### src/rtl/npu_out_pack.sv
// Requantize-and-pack stage: shifts/rounds/saturates signed accumulators to int8
// and packs LANES of them per output word on a single-entry valid/ready slot.
module npu_out_pack #(
    parameter int AXI_WIDTH   = 64,
    parameter int ACC_WIDTH   = 32,
    parameter int SHIFT_WIDTH = 5
) (
    input  logic                   clk,
    input  logic                   rst,
    input  logic                   start_pulse,
    input  logic [31:0]            total_len,
    input  logic [SHIFT_WIDTH-1:0] shift,
    input  logic                   round_en,
    output logic                   busy,
    output logic                   done,
    output logic [31:0]            word_count,
    input  logic [ACC_WIDTH-1:0]   acc_in,
    input  logic                   acc_valid,
    output logic                   acc_ready,
    output logic [AXI_WIDTH-1:0]   data_from_npu,
    output logic                   data_from_npu_valid,
    input  logic                   data_from_npu_ready
);

    localparam int LANES  = AXI_WIDTH / 8;
    localparam int LANE_W = (LANES > 1) ? $clog2(LANES) : 1;
    localparam logic signed [ACC_WIDTH:0] QMAX = 127;
    localparam logic signed [ACC_WIDTH:0] QMIN = -128;

    typedef enum logic [1:0] {IDLE, RUN, DRAIN} state_t;

    state_t                 state_q, state_d;
    logic [LANE_W-1:0]      lane_q, lane_d;
    logic [31:0]            elems_left_q, elems_left_d;
    logic [AXI_WIDTH-1:0]   pack_q, pack_d;
    logic [AXI_WIDTH-1:0]   out_q, out_d;
    logic                   out_vld_q, out_vld_d;
    logic [31:0]            word_count_q, word_count_d;
    logic                   busy_q, busy_d;
    logic                   done_q, done_d;
    logic [SHIFT_WIDTH-1:0] shift_q, shift_d;
    logic                   round_q, round_d;

    logic signed [ACC_WIDTH:0] rnd, t, q_full;
    logic [7:0]                q8;
    logic [AXI_WIDTH-1:0]      packed_nxt;
    logic                      complete, ready_int, accept, out_hs;

    // Quantizer: one extra bit of headroom so the rounding add cannot overflow.
    always_comb begin
        rnd    = '0;
        if (round_q && shift_q != '0)
            rnd = (ACC_WIDTH+1)'(1) << (shift_q - 1'b1);
        t      = $signed({acc_in[ACC_WIDTH-1], acc_in}) + rnd;
        q_full = t >>> shift_q;
        if (32'(shift_q) >= ACC_WIDTH)
            q8 = acc_in[ACC_WIDTH-1] ? 8'hFF : 8'h00;
        else if (q_full > QMAX)
            q8 = 8'h7F;
        else if (q_full < QMIN)
            q8 = 8'h80;
        else
            q8 = q_full[7:0];
    end

    always_comb begin
        packed_nxt = pack_q;
        for (int k = 0; k < LANES; k++)
            if (lane_q == LANE_W'(k))
                packed_nxt[8*k +: 8] = q8;
    end

    assign complete  = (lane_q == LANE_W'(LANES-1)) || (elems_left_q == 32'd1);
    assign out_hs    = out_vld_q && data_from_npu_ready;
    assign ready_int = (state_q == RUN) && (!complete || !out_vld_q || data_from_npu_ready);
    assign accept    = acc_valid && ready_int;

    always_comb begin
        state_d      = state_q;
        lane_d       = lane_q;
        elems_left_d = elems_left_q;
        pack_d       = pack_q;
        out_d        = out_q;
        busy_d       = busy_q;
        done_d       = done_q;
        shift_d      = shift_q;
        round_d      = round_q;
        word_count_d = word_count_q + {31'd0, out_hs};
        // A load in the same cycle as a handshake keeps the slot full.
        out_vld_d    = (accept && complete) ? 1'b1 : (out_hs ? 1'b0 : out_vld_q);

        case (state_q)
            IDLE: begin
                if (start_pulse) begin
                    elems_left_d = total_len;
                    shift_d      = shift;
                    round_d      = round_en;
                    word_count_d = '0;
                    lane_d       = '0;
                    pack_d       = '0;
                    done_d       = 1'b0;
                    busy_d       = 1'b1;
                    state_d      = (total_len == 32'd0) ? DRAIN : RUN;
                end
            end
            RUN: begin
                if (accept) begin
                    elems_left_d = elems_left_q - 32'd1;
                    if (complete) begin
                        out_d  = packed_nxt;
                        lane_d = '0;
                        pack_d = '0;
                    end else begin
                        lane_d = lane_q + 1'b1;
                        pack_d = packed_nxt;
                    end
                    if (elems_left_q == 32'd1)
                        state_d = DRAIN;
                end
            end
            DRAIN: begin
                if (!out_vld_q || out_hs) begin
                    busy_d  = 1'b0;
                    done_d  = 1'b1;
                    state_d = IDLE;
                end
            end
            default: state_d = IDLE;
        endcase
    end

    always_ff @(posedge clk or posedge rst) begin
        if (rst) begin
            state_q      <= IDLE;
            lane_q       <= '0;
            elems_left_q <= '0;
            pack_q       <= '0;
            out_q        <= '0;
            out_vld_q    <= 1'b0;
            word_count_q <= '0;
            busy_q       <= 1'b0;
            done_q       <= 1'b0;
            shift_q      <= '0;
            round_q      <= 1'b0;
        end else begin
            state_q      <= state_d;
            lane_q       <= lane_d;
            elems_left_q <= elems_left_d;
            pack_q       <= pack_d;
            out_q        <= out_d;
            out_vld_q    <= out_vld_d;
            word_count_q <= word_count_d;
            busy_q       <= busy_d;
            done_q       <= done_d;
            shift_q      <= shift_d;
            round_q      <= round_d;
        end
    end

    assign busy                = busy_q;
    assign done                = done_q;
    assign word_count          = word_count_q;
    assign acc_ready           = ready_int;
    assign data_from_npu       = out_q;
    assign data_from_npu_valid = out_vld_q;

endmodule

### config.mk
export PLATFORM = sky130hd
export DESIGN_NAME = npu_out_pack
export DESIGN_NICKNAME = d
export VERILOG_FILES = /design/src/rtl/npu_out_pack.sv
export SDC_FILE = /design/constraint.sdc
export NUM_CORES = 1
export LEC_CHECK = 0
export ABC_CLOCK_PERIOD_IN_PS = 7200
export CORE_MARGIN = 4
export CORE_UTILIZATION = 58
export CTS_CLUSTER_DIAMETER = 80
export CTS_CLUSTER_SIZE = 20
export DETAILED_ROUTE_END_ITERATION = 12
export PLACE_DENSITY = 0.82
export SYNTH_ARGS = -nofsm -noshare
export SYNTH_HDL_FRONTEND = slang
export SYNTH_SLANG_ARGS = --single-unit
### constraint.sdc
create_clock -name clk -period 7.2 [get_ports clk]
set_input_delay 0.72 -clock clk [delete_from_list [all_inputs] [get_ports clk]]
set_output_delay 0.72 -clock clk [all_outputs]
set_load 0.01 [all_outputs]
==> impl_metrics.json, run 1 <==
{
  "path_clk_slew_ns": 0.08,
  "coreArea_um2": 25110,
  "dp_hpwl_um": 36780,
  "outcome": "completed",
  "multi_input_area_um2": 9015,
  "worst_pin_slew_ns": 1.181,
  "slew_headroom_pct": 21.29,
  "synth_top_area_share_pct": 34.94,
  "htreeDepth": 1,
  "timing.rr.end": "pack_q[44]$_DFFE_PP0P_",
  "dieArea_um2": 28050,
  "hold_viol_final": 0,
  "netlist_instances": 1784,
  "hold_path.class": "flip-flop to flip-flop",
  "routed_wl_um": 50060,
  "postSynthAreaPerCell_um2": 8.270,
  "antenna_found_initial": 0,
  "p_leak_uw": 0.007285,
  "required_ns": 7.58,
  "start_util_pct": 58.76,
  "grt_remaining_overflow": 0,
  "irDropWorstVdd_v": 0.0004010,
  "ys_ff_latch": 206,
  "cts.sinks": 206,
  "criticalPathCategory": "flip-flop to flip-flop",
  "grt_max_degree": 123,
  "firstDrtPassIters": 6,
  "ys_seq_area_share_pct": 34.94,
  "synthTopCellsByCount": "206 x dfrtp_1, 187 x nor2_1, 174 x nand2_1",
  "port_buffers": 174,
  "async_flop_share_pct": 100.0,
  "via_count": 15210,
  "fp.dieH_um": 167.5,
  "r2r_cells": 21,
  "postCtsSetupBuffers": 0,
  "arrival_ns": 7.14,
  "fin_skew_ns": 0.03191,
  "grt_usage_pct": 34.54,
  "finalSetupViolations": 0,
  "fillCellCount": 2086,
  "hold_end": "data_from_npu[55]$_DFFE_PP0P_",
  "layout.nets": 2015,
  "ys_warn_count": 0,
  "ys_types": 98,
  "rrSetupSlack_ns": 0.43,
  "slew_viol_final": 0,
  "finalNonFillerCells": 2230,
  "vias_per_cell": 6.819,
  "min_from": "data_from_npu[55]$_DFFE_PP0P_",
  "clk_latency_ns": 0.50,
  "syn-num-nets": 1902,
  "synth_edf_count": 0,
  "grt_pass1_wl_um": 79450,
  "synthFlopType": "dfrtp_1",
  "cts_root_buf": "clkbuf_16",
  "drc_errors": 0,
  "drt_iter0_drc": 1946,
  "fin_crit_sh_pct": 93.96,
  "yosys.area.top_type": "dfrtp_1",
  "r2r_start": "shift_q[0]$_DFFE_PP0P_",
  "area_growth_pct": 16.46,
  "yosysMostFrequentCell": "dfrtp_1",
  "io_pins": 175,
  "rows": 58,
  "rsz0062_at_grt": "no",
  "holdBufCountCts": 0,
  "tns_ns": 0,
  "drive_above_1_share_pct": 6.316,
  "regArea_um2": 5155,
  "cts_tree": "yes",
  "cts_resized": 0,
  "max_freq_mhz": 147.8,
  "place_inst": 2210,
  "fp.dieW_um": 167.5,
  "placed_area_um2": 16730,
  "gp_congestion": 1.024,
  "end_kind": "flip-flop",
  "worst-path-max-fanout": 23,
  "max-cap-violations": 0,
  "design_area_um2": 17180,
  "synth_area_leaders": "dfrtp_1 35%, a21oi_1 4.9%, nor2_1 4.8%, nand2_1 4.4%, ha_1 3.6%",
  "critPathLaunchType": "flip-flop",
  "numCtsBuffers": 15,
  "ant_nets": 0,
  "wl_per_cell_um": 22.45,
  "synth_area_um2": 14750,
  "grt_pass1_vias": 14540,
  "diodes": 0,
  "min_period_ns": 6.765,
  "total_power_uw": 5756,
  "fin_util_pct": 68.43,
  "power.density_nw_per_um2": 335.0,
  "cts_buffer_depth": 3,
  "hold-path-cell-count": 2
}
[worst max path at each step]
| stage | start | endpoint | slack [ns] | cells after the start |
|---|---|---|---|---|
| 2_1_floorplan | rst | busy$_DFFE_PP0P_ | 0.86 | 1 |
| 3_3_place_gp | shift_q[3]$_DFFE_PP0P_ | pack_q[25]$_DFFE_PP0P_ | 0.78 | 19 |
| 3_5_place_dp | shift_q[0]$_DFFE_PP0P_ | pack_q[9]$_DFFE_PP0P_ | 0.69 | 21 |
| 4_1_cts | shift_q[0]$_DFFE_PP0P_ | pack_q[44]$_DFFE_PP0P_ | 0.68 | 21 |
| 5_1_grt | shift_q[0]$_DFFE_PP0P_ | pack_q[40]$_DFFE_PP0P_ | 0.002 | 20 |
| 6_report | shift_q[0]$_DFFE_PP0P_ | pack_q[44]$_DFFE_PP0P_ | 0.43 | 21 |
[logic make-up (layout without fill, tap and decap cells)]
family	count (synthesis)	after routing	share of synthesized area, %
compound gates	613	613	28.93
xor+xnor	46	46	2.731
fa+ha+maj	43	43	3.698
buf+inv	146	262	4.062
flops	206	206	34.94
mux	23	23	1.942
other cells	1	1	0.02542
simple gates	706	706	23.67
[area by class of cell]
type	instances	share of cell area, %
tap	330	2.403
sequential	206	30.00
clock inverter	5	0.4224
inverter	29	0.6773
multi-input combinational	1432	52.47
timing repair buffer	213	11.84
clock buffer	15	2.185
[flip-flops by register name (all words and copies together), names as in the netlist, 2 cells and up]
signal,flops
data_from_npu,64
elems_left_q,32
lane_q,3
pack_q,64
shift_q,5
state_q,2
word_count,32
[worst max-delay path, cell delays in order (launching register included)]
cell,delay (ns)
dfrtp_1,0.60
buf_4,0.34
nand2_1,0.37
nor2_1,0.22
ha_1,0.22
inv_1,0.07
fa_1,0.39
nand2b_1,0.20
a21oi_2,0.18
o21ai_1,0.19
o211ai_1,0.44
a211oi_1,0.21
o211a_1,0.31
buf_4,0.22
a211oi_1,0.58
mux2i_1,0.21
a21oi_1,0.37
and4b_1,0.25
a311o_1,0.34
nand3_2,0.30
and2_1,0.38
a22o_1,0.27
[cells in the final DEF, fill, tap and decap left out, types with 14 or more instances in the layout]
master | netlist | final
nand4_1 | 28 | 28
o21ai_1 | 47 | 47
nor3_1 | 39 | 38
clkdlybuf4s50_1 | 0 | 174
and3_1 | 66 | 66
a21oi_1 | 145 | 145
clkbuf_16 | 0 | 15
buf_4 | 5 | 39
xnor2_1 | 17 | 17
nor2b_1 | 22 | 22
o211ai_1 | 22 | 22
o22ai_1 | 20 | 20
a221o_1 | 29 | 29
a211oi_1 | 16 | 16
and2_1 | 14 | 14
ha_1 | 42 | 42
mux2i_1 | 14 | 14
nand2_1 | 174 | 174
nor2_1 | 187 | 185
or3_1 | 22 | 21
inv_1 | 27 | 26
o21ai_0 | 98 | 98
o21a_1 | 17 | 17
nor4_1 | 22 | 22
a22o_1 | 52 | 52
xor2_1 | 29 | 29
dfrtp_1 | 206 | 206
a21o_1 | 16 | 16
nand3_1 | 72 | 72
[through the flow]
step,worst slack [ns],hold WS [ns]
2_1_floorplan,0.8559,0.4497
3_3_place_gp,0.7763,0.4600
3_5_place_dp,0.6916,0.4723
4_1_cts,0.6832,0.4910
5_1_grt,0.002033,0.5083
6_report,0.4349,0.4853
[power breakdown]
part           internal, uW  total, uW  switching (uW)  leakage, uW
logic                  1110       3300            2190      0.00430
registers              1380       1610             229      0.00276
clock network           424        845             422     0.000219
[routing by layer]
metal | vias up | share of wire (%) | wire, um | global-route usage [%]
li1 | 6921 | - | - | -
met1 | 7273 | 41 | 20570 | 48.49
met2 | 877 | 44 | 22130 | 53.53
met3 | 135 | 12 | 5768 | 8.499
met4 | 0 | 3.2 | 1593 | 10.09
met5 | - | 0 | 0 | 0
Note: power is estimated with default switching activity, not from simulation.
==> inputs of run 2 (changes only) <==
--- a/config.mk
+++ b/config.mk
@@ -12,6 +12,7 @@
 export CTS_CLUSTER_SIZE = 20
 export DETAILED_ROUTE_END_ITERATION = 12
 export PLACE_DENSITY = 0.82
+export SKIP_LAST_GASP = 1
 export SYNTH_ARGS = -nofsm -noshare
 export SYNTH_HDL_FRONTEND = slang
 export SYNTH_SLANG_ARGS = --single-unit
==> results of run 2 <==
The final DEF is identical to that of run 1; final timing and power are the same.
